`config.mk`:
```
export PLATFORM = sky130hd
export DESIGN_NAME = sound_irq_ctrl
export DESIGN_NICKNAME = d
export VERILOG_FILES = /design/src/rtl/sound_irq_ctrl_pkg.sv /design/src/rtl/edge_pulse.sv /design/src/rtl/sound_irq_ctrl.sv
export SDC_FILE = /design/constraint.sdc
export NUM_CORES = 1
export LEC_CHECK = 0
export CORE_MARGIN = 1.5
export CORE_UTILIZATION = 45
export DETAILED_ROUTE_END_ITERATION = 10
export DONT_BUFFER_PORTS = 1
export MAX_ROUTING_LAYER = met4
export PLACE_DENSITY_LB_ADDON = 0.3
export SYNTH_ARGS = -nofsm -noshare
export SYNTH_HDL_FRONTEND = slang
export SYNTH_SLANG_ARGS = --single-unit
```
`constraint.sdc`:
```
create_clock -name clk_sys -period 2.2 [get_ports clk_sys]
set_input_delay 0.44 -clock clk_sys [delete_from_list [all_inputs] [get_ports clk_sys]]
set_output_delay 0.44 -clock clk_sys [all_outputs]
set_load 0.05 [all_outputs]
```
`src/rtl/sound_irq_ctrl_pkg.sv`:
```
// Shared constants for the sound command / interrupt block.
// Holds the M68K interrupt priority encodings, the default Z80 interrupt
// divider and the event index map used to address the edge-detector bank.
package sound_irq_ctrl_pkg;

    // M68K priority levels presented on m68k_ipl_n
    localparam logic [2:0] IPL_NONE = 3'b111;
    localparam logic [2:0] IPL_VBL  = 3'b110;

    // 4 MHz z80_cen / 512 gives roughly 7812 Hz
    localparam int IRQ_DIV_DEFAULT = 512;

    // Bit positions of each cross-CPU event in the edge-detector bank
    typedef enum logic [2:0] {
        EV_W = 3'd0,   // M68K write to the sound latch
        EV_A = 3'd1,   // M68K vblank interrupt acknowledge
        EV_R = 3'd2,   // Z80 read of the command byte
        EV_C = 3'd3,   // Z80 clear of the command latch
        EV_K = 3'd4,   // Z80 interrupt acknowledge cycle
        EV_V = 3'd5    // vblank rising edge
    } event_e;

    localparam int NUM_EVENTS = 6;

    // Priority level shown to the M68K for a given vblank pending state
    function automatic logic [2:0] ipl_of(input logic pending);
        return pending ? IPL_VBL : IPL_NONE;
    endfunction

endpackage

```
`src/rtl/edge_pulse.sv`:
```
// Registered rising-edge detector.
// The output is a one-cycle registered pulse. Detection is disarmed for the
// first cycle after reset so a level already high when reset releases is
// treated as history rather than as a new edge.
module edge_pulse (
    input  logic clk_sys,
    input  logic reset,
    input  logic i_level,
    output logic o_pulse
);

    logic r_level;
    logic r_armed;
    logic r_pulse;

    // Capture level history and emit a pulse on a low-to-high transition
    always_ff @(posedge clk_sys or posedge reset) begin
        if (reset) begin
            r_level <= 1'b0;
            r_armed <= 1'b0;
            r_pulse <= 1'b0;
        end else begin
            r_level <= i_level;
            r_armed <= 1'b1;
            r_pulse <= i_level & ~r_level & r_armed;
        end
    end

    assign o_pulse = r_pulse;

endmodule

```
`src/rtl/sound_irq_ctrl.sv`:
```
// Cross-CPU sound command and interrupt block.
// Holds the M68K->Z80 command byte, raises the M68K vblank interrupt until
// acknowledged, and raises a periodic Z80 interrupt held until the Z80
// acknowledge cycle. Every decoder select becomes a one-cycle event through
// its own edge_pulse instance.
// Optional build macro SND_LATCH_FIFO_EN turns the single command latch into
// a FIFO_DEPTH-entry queue (FIFO_DEPTH must be a power of two, at least 2).
module sound_irq_ctrl
    import sound_irq_ctrl_pkg::*;
#(
    parameter int IRQ_DIV    = IRQ_DIV_DEFAULT,
    parameter int FIFO_DEPTH = 4
) (
    input  logic       clk_sys,
    input  logic       reset,
    input  logic       z80_cen,
    input  logic       vblank,
    input  logic       sound_latch_cs,
    input  logic       irq_ack_cs,
    input  logic       m68k_rw,
    input  logic       m68k_lds_n,
    input  logic [7:0] m68k_dout,
    output logic [2:0] m68k_ipl_n,
    input  logic       z80_latch_r_cs,
    input  logic       z80_latch_clr_cs,
    input  logic       IORQ_n,
    input  logic       M1_n,
    output logic [7:0] z80_din,
    output logic       z80_int_n,
    output logic       latch_full
);

    localparam int DIV_W = (IRQ_DIV > 1) ? $clog2(IRQ_DIV) : 1;
    localparam logic [DIV_W-1:0] DIV_LAST = DIV_W'(IRQ_DIV - 1);

    // ------------------------------------------------------------------
    // Event generation
    // ------------------------------------------------------------------
    logic [NUM_EVENTS-1:0] w_qual;
    logic [NUM_EVENTS-1:0] w_ev;
    logic w_ev_w;
    logic w_ev_a;
    logic w_ev_r;
    logic w_ev_c;
    logic w_ev_k;
    logic w_ev_v;

    assign w_qual[EV_W] = sound_latch_cs & ~m68k_rw & ~m68k_lds_n;
    assign w_qual[EV_A] = irq_ack_cs;
    assign w_qual[EV_R] = z80_latch_r_cs;
    assign w_qual[EV_C] = z80_latch_clr_cs;
    assign w_qual[EV_K] = ~M1_n & ~IORQ_n;
    assign w_qual[EV_V] = vblank;

    for (genvar g = 0; g < NUM_EVENTS; g++) begin : g_edge
        edge_pulse u_edge (
            .clk_sys (clk_sys),
            .reset   (reset),
            .i_level (w_qual[g]),
            .o_pulse (w_ev[g])
        );
    end

    assign w_ev_w = w_ev[EV_W];
    assign w_ev_a = w_ev[EV_A];
    assign w_ev_r = w_ev[EV_R];
    assign w_ev_c = w_ev[EV_C];
    assign w_ev_k = w_ev[EV_K];
    assign w_ev_v = w_ev[EV_V];

    // ------------------------------------------------------------------
    // M68K vblank interrupt
    // ------------------------------------------------------------------
    logic       r_vbl_pend;
    logic [2:0] r_ipl_n;
    logic       w_vbl_pend_nxt;

    // Vblank sets pending, ack clears it; a coincident vblank wins
    always_comb begin
        w_vbl_pend_nxt = r_vbl_pend;
        if (w_ev_v) begin
            w_vbl_pend_nxt = 1'b1;
        end else if (w_ev_a) begin
            w_vbl_pend_nxt = 1'b0;
        end else begin
            w_vbl_pend_nxt = r_vbl_pend;
        end
    end

    // Register the pending flag together with its priority encoding
    always_ff @(posedge clk_sys or posedge reset) begin
        if (reset) begin
            r_vbl_pend <= 1'b0;
            r_ipl_n    <= IPL_NONE;
        end else begin
            r_vbl_pend <= w_vbl_pend_nxt;
            r_ipl_n    <= ipl_of(w_vbl_pend_nxt);
        end
    end

    assign m68k_ipl_n = r_ipl_n;

    // ------------------------------------------------------------------
    // Z80 periodic interrupt
    // ------------------------------------------------------------------
    logic [DIV_W-1:0] r_div;
    logic [DIV_W-1:0] w_div_nxt;
    logic             w_tick;
    logic             r_z80_pend;
    logic             r_z80_int_n;
    logic             w_z80_pend_nxt;

    // Divider counts z80_cen pulses and ticks on the wrap to zero
    always_comb begin
        w_div_nxt = r_div;
        w_tick    = 1'b0;
        if (z80_cen) begin
            if (r_div == DIV_LAST) begin
                w_div_nxt = '0;
                w_tick    = 1'b1;
            end else begin
                w_div_nxt = r_div + DIV_W'(1);
                w_tick    = 1'b0;
            end
        end else begin
            w_div_nxt = r_div;
            w_tick    = 1'b0;
        end
    end

    // Tick sets pending (absorbed if already set); acknowledge clears unless a tick coincides
    always_comb begin
        w_z80_pend_nxt = r_z80_pend;
        if (w_tick) begin
            w_z80_pend_nxt = 1'b1;
        end else if (w_ev_k) begin
            w_z80_pend_nxt = 1'b0;
        end else begin
            w_z80_pend_nxt = r_z80_pend;
        end
    end

    // Register divider, pending flag and the active-low INT output
    always_ff @(posedge clk_sys or posedge reset) begin
        if (reset) begin
            r_div       <= '0;
            r_z80_pend  <= 1'b0;
            r_z80_int_n <= 1'b1;
        end else begin
            r_div       <= w_div_nxt;
            r_z80_pend  <= w_z80_pend_nxt;
            r_z80_int_n <= ~w_z80_pend_nxt;
        end
    end

    assign z80_int_n = r_z80_int_n;

    // ------------------------------------------------------------------
    // Sound command storage
    // ------------------------------------------------------------------
`ifdef SND_LATCH_FIFO_EN
    localparam int PTR_W = $clog2(FIFO_DEPTH);
    localparam logic [PTR_W:0] CNT_FULL = (PTR_W + 1)'(FIFO_DEPTH);

    logic [7:0]       r_mem [FIFO_DEPTH];
    logic [PTR_W-1:0] r_rd;
    logic [PTR_W-1:0] r_wr;
    logic [PTR_W:0]   r_cnt;
    logic [7:0]       r_din;
    logic             r_full;

    logic             w_push;
    logic             w_pop;
    logic [PTR_W-1:0] w_wr_slot;
    logic [PTR_W-1:0] w_rd_nxt;
    logic [PTR_W-1:0] w_wr_nxt;
    logic [PTR_W:0]   w_cnt_nxt;
    logic [7:0]       w_head_nxt;

    // Queue control: clear flushes first, so a coincident write becomes the only entry
    always_comb begin
        w_pop     = ~w_ev_c & w_ev_r & (r_cnt != '0);
        w_push    = w_ev_w & (w_ev_c | (r_cnt != CNT_FULL) | w_pop);
        w_wr_slot = w_ev_c ? '0 : r_wr;
        w_rd_nxt  = r_rd;
        w_wr_nxt  = r_wr;
        w_cnt_nxt = r_cnt;
        if (w_ev_c) begin
            w_rd_nxt  = '0;
            w_wr_nxt  = w_push ? PTR_W'(1) : '0;
            w_cnt_nxt = w_push ? (PTR_W + 1)'(1) : '0;
        end else begin
            w_rd_nxt = w_pop  ? r_rd + PTR_W'(1) : r_rd;
            w_wr_nxt = w_push ? r_wr + PTR_W'(1) : r_wr;
            case ({w_push, w_pop})
                2'b10:   w_cnt_nxt = r_cnt + (PTR_W + 1)'(1);
                2'b01:   w_cnt_nxt = r_cnt - (PTR_W + 1)'(1);
                default: w_cnt_nxt = r_cnt;
            endcase
        end
    end

    // Byte the Z80 will see next: bypass the incoming write when it lands at the head
    always_comb begin
        w_head_nxt = 8'h00;
        if (w_cnt_nxt == '0) begin
            w_head_nxt = 8'h00;
        end else if (w_push && (w_wr_slot == w_rd_nxt)) begin
            w_head_nxt = m68k_dout;
        end else begin
            w_head_nxt = r_mem[w_rd_nxt];
        end
    end

    // Queue storage write port
    always_ff @(posedge clk_sys or posedge reset) begin
        if (reset) begin
            for (int i = 0; i < FIFO_DEPTH; i++) begin
                r_mem[i] <= 8'h00;
            end
        end else if (w_push) begin
            r_mem[w_wr_slot] <= m68k_dout;
        end else begin
            r_mem <= r_mem;
        end
    end

    // Queue pointers, occupancy and registered outputs
    always_ff @(posedge clk_sys or posedge reset) begin
        if (reset) begin
            r_rd   <= '0;
            r_wr   <= '0;
            r_cnt  <= '0;
            r_din  <= 8'h00;
            r_full <= 1'b0;
        end else begin
            r_rd   <= w_rd_nxt;
            r_wr   <= w_wr_nxt;
            r_cnt  <= w_cnt_nxt;
            r_din  <= w_head_nxt;
            r_full <= (w_cnt_nxt == CNT_FULL);
        end
    end

    assign z80_din    = r_din;
    assign latch_full = r_full;
`else
    logic [7:0] r_latch;
    logic       r_valid;
    logic       w_unused;

    // The Z80 read does not change a single latch, and the depth is meaningless here
    assign w_unused = w_ev_r | (FIFO_DEPTH == 0);

    // Single latch: write loads and marks valid, clear zeroes; write wins a tie
    always_ff @(posedge clk_sys or posedge reset) begin
        if (reset) begin
            r_latch <= 8'h00;
            r_valid <= 1'b0;
        end else if (w_ev_w) begin
            r_latch <= m68k_dout;
            r_valid <= 1'b1;
        end else if (w_ev_c) begin
            r_latch <= 8'h00;
            r_valid <= 1'b0;
        end else begin
            r_latch <= r_latch;
            r_valid <= r_valid;
        end
    end

    assign z80_din    = r_latch;
    assign latch_full = r_valid;
`endif

endmodule

```
==> results of run 1 <==
cell type report:
cell class	instances	area [um^2]	area share
clock buffers	7	55.1	0.0392
clock inverters	1	30.0	0.0214
inverters	8	30.0	0.0214
multi-input cells	61	415	0.296
flip-flops and latches	33	828	0.589
well taps	31	38.8	0.0276
repair buffers	1	7.51	0.00534
worst min-delay path by stage:
stage,from,end,depth (start not counted)
after floorplan,g_edge[4].u_edge.r_level,g_edge[4].u_edge.o_pulse,1
after global placement,g_edge[4].u_edge.r_level,g_edge[4].u_edge.o_pulse,1
after detailed placement,g_edge[4].u_edge.r_level,g_edge[4].u_edge.o_pulse,1
after CTS,reset,r_div[6],2
after global routing,reset,g_edge[4].u_edge.o_pulse,2
final,reset,r_div[1],2
cells by family after synthesis:
group / count (synthesis) / share of synthesized area
flops: 33 / 0.639
simple gates: 29 / 0.132
compound gates: 22 / 0.120
buf+inv: 12 / 0.0463
fa+ha+maj: 3 / 0.0290
mux: 3 / 0.0241
other cells: 1 / 0.00289
xor+xnor: 1 / 0.00676
power by group through the flow:
| stage | Sequential, uW | Combinational, uW | Clock, uW |
|---|---|---|---|
| 6_report | 849 | 153 | 459 |
| 5_1_grt | 864 | 180 | 504 |
| 4_1_cts | 849 | 157 | 474 |
| 3_5_place_dp | 859 | 157 | 0 |
| 3_3_place_gp | 856 | 146 | 0 |
| 2_1_floorplan | 840 | 138 | 0 |
layout by cell type (no fill, tap or decap), drive strengths merged:
cell type	instances
a21boi	1
a21o	2
a21oi	1
a22o	7
a22oi	1
and3b	4
buf	1
bufinv	1
clkbuf	7
conb	3
dfrtp	31
dfstp	2
ha	3
inv	8
mux2	1
mux2i	2
nand2	8
nand2b	3
nand3	3
nand4	2
nor2	2
nor2b	2
nor3	1
nor3b	1
nor4b	1
o211ai	1
o21a	1
o21ai	6
o22ai	1
o31ai	1
or3	2
xor2	1
synth_stat cells (all sizes together):
library cell  count  area share
a21boi            1      0.0058
a21o              2       0.012
a21oi             1      0.0039
a22o              7       0.047
a22oi             1      0.0058
and3b             4       0.027
buf               3       0.020
clkbuf            1      0.0029
conb              1      0.0029
dfrtp            31        0.60
dfstp             2       0.041
ha                3       0.029
inv               8       0.023
mux2              1      0.0087
mux2i             2       0.015
nand2             8       0.023
nand2b            3       0.014
nand3             3       0.012
nand4             2       0.014
nor2              2      0.0058
nor2b             2      0.0097
nor3              1      0.0039
nor3b             1      0.0058
nor4b             1      0.0068
o211ai            1      0.0058
o21a              1      0.0058
o21ai             6       0.023
o22ai             1      0.0048
o31ai             1      0.0058
or3               2      0.0097
xor2              1      0.0068
flip-flops by register name, indices dropped and copies added, names as in the netlist:
register               count
g_edge.u_edge.o_pulse      5
g_edge.u_edge.r_armed      1
g_edge.u_edge.r_level      5
latch_full                 1
m68k_ipl_n                 1
r_div                      9
r_vbl_pend                 1
r_z80_pend                 1
z80_din                    8
z80_int_n                  1
routing by layer:
metal / share of wire / vias up / wire length [um] / GRT usage
met5: 0 / - / 0 / -
met4: 0.018 / 0 / 34 / 0.0612
met3: 0.087 / 5 / 168 / 0.0668
met2: 0.47 / 28 / 920 / 0.211
met1: 0.42 / 366 / 818 / 0.179
li1: - / 364 / - / -
stage by stage:
| stage | total power, uW | util | instance area, um^2 | hold slack (ps) | std cells |
|---|---|---|---|---|---|
| final | 1460 | 0.514 | 1410 | 83.3 | 142 |
| after floorplan | 977 | - | 1300 | 384 | 106 |
| after detailed placement | 1020 | 0.483 | 1320 | 418 | 134 |
| after global placement | 1000 | 0.483 | 1320 | 396 | 134 |
| after CTS | 1480 | 0.514 | 1410 | 89.8 | 142 |
| after global routing | 1550 | 0.514 | 1410 | 110 | 142 |
==> run summary, run 1 <==
LEAKAGE: 0.000706 uW
crit-path leading delay family: adder cells
post-CTS sizing: 0
fin. max-slew vios: 0
Setup Fix Bufs, Post-CTS: 0
final period utilization: 0.800
pin count of the biggest net entering global routing: 34
Starting Density: 0.474
CTS clock-pin slew for the worst setup and hold paths: 100 ps
clock power share: 0.314
cells after synthesis: 104
WL per Instance: 13.7 um
worst slack, placed: 434 ps
max-cap viol count: 0
DIE AREA: 3210 um^2
unrepaired setup endpoints after global routing: no
CP Capture Point: r_div[6]
YS warnings: 0
status: complete, no violations
CTS sink count: 33
Int Pwr: 1030 uW
first-pass GRT wire length: 3370 um
# DRC: 0
initial DRC count: 17
sequential cell area fraction in the yosys report: 0.639
H-tree depth: 2
final worst slack: 439 ps
logic gate share of total power: 0.105
Syn Area/Cell: 12.5 um^2
total negative slack: 0 ps
Initial DRT Pass Iterations: 4
layout cell share with drive strength beyond 1: 0.108
DP Wirelength: 1390 um
Crit-path slowest cell: dfrtp_1
Ports: 33
Synth cell types: 33
clk_lat worst skew: 320 ps
Die Span X: 56.7 um
reg2reg path depth: 7
detailed-route vias per instance: 5.37
clock root cell: clkbuf_4
Net Sw Power: 429 uW
Routed WL: 1940 um
vias in the first global route: 768
CP Buf/Inv Count: 0
Routed Antenna Nets: 0
R2R setup slack: 440 ps
CP Data Arrival Time: 1970 ps
sw frac: 0.293
CTS buffer count: 5
Final Hold Fails: 0
Critical Path RT: 2410 ps
CTS tree: yes
critical path type: reg -> reg
Setup crit start: r_div[0]
Worst R2R End: r_div[6]
Max Clock Skew: 9.25 ps
gr usage total: 0.147
Placement Rows: 19
WP depth: 7
GP Congestion: 0.794
worst path cell trace: ha_1 -> nand2_1 -> nor3_1 -> ha_1 -> nand2_1 -> o211ai_1 -> o31ai_1
worst-path maximum fanout: 5
crit path capture type: flop
Layout area overhead: 8.40%
Congestion Overflow GR: 0
Max clock buf depth: 2
number of diodes: 0
FF+latch count, synth: 33
Fmax achieved: 0.568 GHz
Largest stage delay, worst path: 410 ps
Nets: 133
Sequential Power Share: 0.581
fin crit period: 1760 ps
initial antenna violation count: 0
Port Buffer Count: 0
Max IR drop VDD: 0.000702 V
hold-fix buffer count after cts: 0
reg2reg start: r_div[0]
Fill cells: 241
startpoint types: flop
power per cell area: 1040 nW/um^2
final setup fails: 0
Core Area: 2730 um^2
routed via count: 763
mapped cell area: 1300 um^2
Hold WC Path Type: in -> async
die height: 56.7 um
Note: power is estimated with default switching activity, not from simulation.
==> inputs of run 2 (changes only) <==
Clock period 2.2 ns to 1.7 ns, I/O delays scaled along.
==> run summary, run 2 (synthesis results as in run 1) <==
status: complete, no violations
Ports: 33 (unchanged)
routed via count: 809 (+6.0%)
pin count of the biggest net entering global routing: 15 (-56%)
hold path start: z80_latch_clr_cs
startpoint types: flop
CP Data Arrival Time: 1790 ps (-180 ps)
clk_lat worst skew: 320 ps (about the same)
clock root cell: clkbuf_4
Setup Fix Bufs, Post-CTS: 0 (unchanged)
H-tree depth: 2 (unchanged)
final worst slack: 116 ps (-323 ps)
power per cell area: 1210 nW/um^2 (+17%)
Core Area: 2730 um^2 (unchanged)
worst path cell trace: ha_1 -> nand2_1 -> nor3_2 -> ha_2 -> mux2_2
Congestion Overflow GR: 0 (unchanged)
initial antenna violation count: 0 (unchanged)
Fmax achieved: 0.631 GHz (+11%)
crit path capture type: flop
GP Congestion: 0.779 (-1.9%)
CTS tree: yes
Max IR drop VDD: 0.00103 V (+46%)
Setup crit start: r_div[1]
die height: 56.7 um (unchanged)
commonest non-fill, non-tap cell in the layout: dfrtp_1
Placement Rows: 19 (unchanged)
footprint of the multi-input gates: 423 um^2 (+1.8%)
final period utilization: 0.932 (+0.131)
Max Clock Skew: 8.21 ps (-1.03 ps)
layout cell share with drive strength beyond 1: 0.148 (+0.0397)
DIE AREA: 3210 um^2 (unchanged)
Crit-path slowest cell: dfrtp_1
register area: 828 um^2 (unchanged)
Initial DRT Pass Iterations: 4 (unchanged)
worst-path maximum fanout: 3 (-2)
most frequent cells in the layout: 31 x dfrtp_1, 8 x nand2_1, 8 x inv_1, 7 x a22o_1, 6 x o21ai_0
critical path type: reg -> reg
max-cap viol count: 0 (unchanged)
LEAKAGE: 0.000708 uW (+0.34%)
Overall Power: 1710 uW (+17%)
number of diodes: 0 (unchanged)
Max clock buf depth: 2 (unchanged)
DP Wirelength: 1510 um (+8.2%)
CTS buffer count: 5 (unchanged)
worst hold slack: 38.5 ps (-44.8 ps)
Routed Antenna Nets: 0 (unchanged)
first-pass GRT wire length: 3450 um (+2.3%)
CTS clock-pin slew for the worst setup and hold paths: 100 ps (about the same)
Die Span X: 56.7 um (unchanged)
non-filler instance count after layout: 146 (+2.8%)
reg2reg start: r_div[1]
Largest stage delay, worst path: 390 ps (-20 ps)
Layout area overhead: 8.88%
CTS sink count: 33 (unchanged)
Final Util: 0.516 (+0.00229)
dpl cells: 137 (+2.2%)
vias in the first global route: 805 (+4.8%)
initial DRC count: 8 (-9)
Starting Density: 0.474 (unchanged)
WL per Instance: 14.0 um (+2.2%)
Hold WC Path Type: in -> reg
max reg flops: 9 (unchanged)
Routed WL: 2040 um (+5.1%)
gr usage total: 0.148 (+0.000860)
fin crit period: 1580 ps (-177 ps)
Port Buffer Count: 0 (unchanged)
Nets: 137 (+3.0%)
Critical Path RT: 1910 ps (-500 ps)
# DRC: 0 (unchanged)
Final Hold Fails: 0 (unchanged)
worst slack, placed: 84.0 ps (-350 ps)
final setup fails: 0 (unchanged)
Largest Register: r_div
fin. max-slew vios: 0 (unchanged)
detailed-route vias per instance: 5.54 (+3.1%)
Fill cells: 241 (unchanged)
-- run 2: path summary, 6_finish.rpt --
check                                      endpoint  slack (ps)  depth (start not counted)
max                                        r_div[8]         120                          5
min                        g_edge[3].u_edge.r_level          40                          0
max reg2reg                                r_div[8]         120                          5
min reg2reg                g_edge[4].u_edge.o_pulse         420                          1
max in group asynchronous                 z80_int_n         720                          3
min in group asynchronous                z80_din[5]         420                          2
-- run 2: layer usage --
metal  wire length, um  share of wire  track usage
met3               164          0.080       0.0668
met5                 0              0            -
met4                42          0.021       0.0612
met2               991           0.49        0.223
met1               841           0.41        0.171
-- run 2: power breakdown --
part           leakage, uW  switching [uW]  internal, uW
logic             0.000260             116           101
registers         0.000416             201           896
clock network    0.0000320             242           157
total             0.000708             558          1150
-- run 2: cell type report --
type	instances	area share
Clock buffer	6	0.0293
Clock inverter	2	0.00709
Inverter	8	0.0213
Multi-Input combinational cell	61	0.300
Sequential cell	33	0.587
Tap cell	31	0.0275
Timing Repair Buffer	5	0.0284
-- run 2: critical path: cells and delay by family, from the launching register on --
family,cells,cell delay [ps]
fa+ha+maj,2,480
flops,1,390
simple gates,2,340
mux,1,260
-- run 2: repair_timing --
| action | 4_1_cts | 5_1_grt |
|---|---|---|
| setup endpoints to repair | 0 | 5 |
| gates resized for setup | 0 | 2 |
| hold endpoints to repair | 8 | 0 |
| hold buffers | 1 | 0 |
-- run 2: through the flow --
stage / instance area (um^2) / TNS, ps
floorplan: 1300 / 0
global placement: 1340 / 0
detailed placement: 1340 / 0
CTS: 1400 / 0
global route: 1410 / -19.5
finish: 1410 / 0
==> inputs of run 3 (changes only) <==
Settings changed: SETUP_SLACK_MARGIN from default to 0.3.
==> run summary, run 3 (synthesis results as in run 1) <==
LEAKAGE: 0.000766 uW (+8.2%)
Largest Register: r_div
worst hold slack: 32.8 ps (-5.69 ps)
Routed Antenna Nets: 0 (unchanged)
DIE AREA: 3210 um^2 (unchanged)
sw frac: 0.339 (+0.0128)
CTS clock-pin slew for the worst setup and hold paths: 90 ps (about the same)
cell area after layout: 1540 um^2 (+9.0%)
worst-path maximum fanout: 2 (-1)
Sequential Power Share: 0.606 (-0.034)
initial DRC count: 17 (+9)
most frequent cells in the layout: 30 x dfrtp_1, 8 x inv_1, 8 x buf_4, 7 x a22o_1
crit path capture type: flop
first-pass GRT wire length: 3690 um (+7.0%)
fin crit period: 1390 ps (-196 ps)
clk_lat worst skew: 330 ps (about the same)
CTS tree: yes
critical path type: reg -> reg
Ports: 33 (unchanged)
initial antenna violation count: 0 (unchanged)
Nets: 142 (+3.6%)
routed via count: 815 (+0.74%)
Overall Power: 1840 uW (+7.4%)
final period utilization: 0.817 (-0.115)
Port Buffer Count: 0 (unchanged)
DP Area: 1360 um^2 (+1.4%)
max-cap viol count: 0 (unchanged)
unrepaired setup endpoints after global routing: yes
Starting Density: 0.474 (unchanged)
final setup fails: 0 (unchanged)
Initial DRT Pass Iterations: 4 (unchanged)
clock power share: 0.221 (-0.012)
CTS sink count: 33 (unchanged)
DP Wirelength: 1450 um (-3.7%)
GP Congestion: 0.780 (about the same)
pin count of the biggest net entering global routing: 24 (+9)
Int Pwr: 1220 uW (+5.3%)
Max IR drop VDD: 0.000752 V (-27%)
die height: 56.7 um (unchanged)
CP Data Arrival Time: 1610 ps (-180 ps)
detailed-route vias per instance: 5.40 (-2.6%)
Congestion Overflow GR: 0 (unchanged)
clock root cell: clkbuf_4
number of diodes: 0 (unchanged)
startpoint types: flop
Final Util: 0.563 (+0.0467)
gr usage total: 0.160 (+0.0121)
fin. max-slew vios: 0 (unchanged)
# DRC: 0 (unchanged)
vias in the first global route: 863 (+7.2%)
Critical Path RT: 1920 ps (about the same)
WL per Instance: 14.3 um (+2.4%)
logic gate share of total power: 0.174 (+0.047)
CTS buffer count: 5 (unchanged)
Hold WC Path Type: in -> reg
Net Sw Power: 623 uW (+12%)
Final Hold Fails: 0 (unchanged)
Layout area overhead: 18.7%
Core Area: 2730 um^2 (unchanged)
Max Clock Skew: 3.49 ps (-4.73 ps)
power per cell area: 1190 nW/um^2 (-1.6%)
Max clock buf depth: 2 (unchanged)
status: complete, no violations
max reg flops: 9 (unchanged)
commonest non-fill, non-tap cell in the layout: dfrtp_1
layout cell share with drive strength beyond 1: 0.242 (+0.0938)
Placement Rows: 19 (unchanged)
total negative slack: 0 ps (unchanged)
H-tree depth: 2 (unchanged)
Fmax achieved: 0.720 GHz (+14%)
Routed WL: 2160 um (+5.9%)
Die Span X: 56.7 um (unchanged)
## run 3: cell count changes in the layout (fill, tap and decap cells not counted), sizes merged
cell  before  now
buf        4    9
## run 3: repair_timing
action / 4_1_cts / 5_1_grt
endpoints found under the hold margin: 9 / 0
resized for setup: 4 / 6
endpoints found under the setup margin: 7 / 6
hold buffers: 1 / 0
pin swaps: 1 / 0
setup buffers: 6 / 2
cloned: 0 / 0
## run 3: critical path: stages (launching register included)
cell and delay [ps]:
dfrtp_1 410, ha_4 170, nand2_4 60, nor3_4 170
ha_4 230, mux2_4 250
## run 3: power by group through the flow
stage               sequential, uW  clock, uW  combinational, uW
global placement              1110          0                206
global route                  1130        452                364
detailed placement            1120          0                218
CTS                           1090        429                292
finish                        1110        406                319
floorplan                     1090          0                190
## run 3: path summary, 6_finish.rpt
path,from,to,slack [ps],cells past startpoint
max,r_div[1],r_div[8],310,5
min,z80_latch_clr_cs,g_edge[3].u_edge.r_level,30,0
max reg2reg,r_div[1],r_div[8],310,5
min reg2reg,g_edge[4].u_edge.r_level,g_edge[4].u_edge.o_pulse,410,1
max in group asynchronous,reset,z80_int_n,710,3
min in group asynchronous,reset,latch_full,450,2
## run 3: routing by layer
metal | share of wire | global-route usage
met4 | 0.026 | 0.0918
met1 | 0.42 | 0.183
met2 | 0.49 | 0.244
met5 | 0 | -
met3 | 0.063 | 0.0530
## run 3: stage by stage
stage          setup slack, ps  cells
6_report                   312    151
5_1_grt                    214    151
4_1_cts                    294    149
3_5_place_dp               187    134
3_3_place_gp               198    134
2_1_floorplan              280    106
## run 3: area by class of cell
type                       count  area (um^2)
tap                           31         38.8
clock buffer                   6         41.3
fill                         233         1190
inverter                       8         30.0
multi-input combinational     61          499
sequential                    33          830
clock inverter                 2         10.0
timing repair buffer          10         90.1
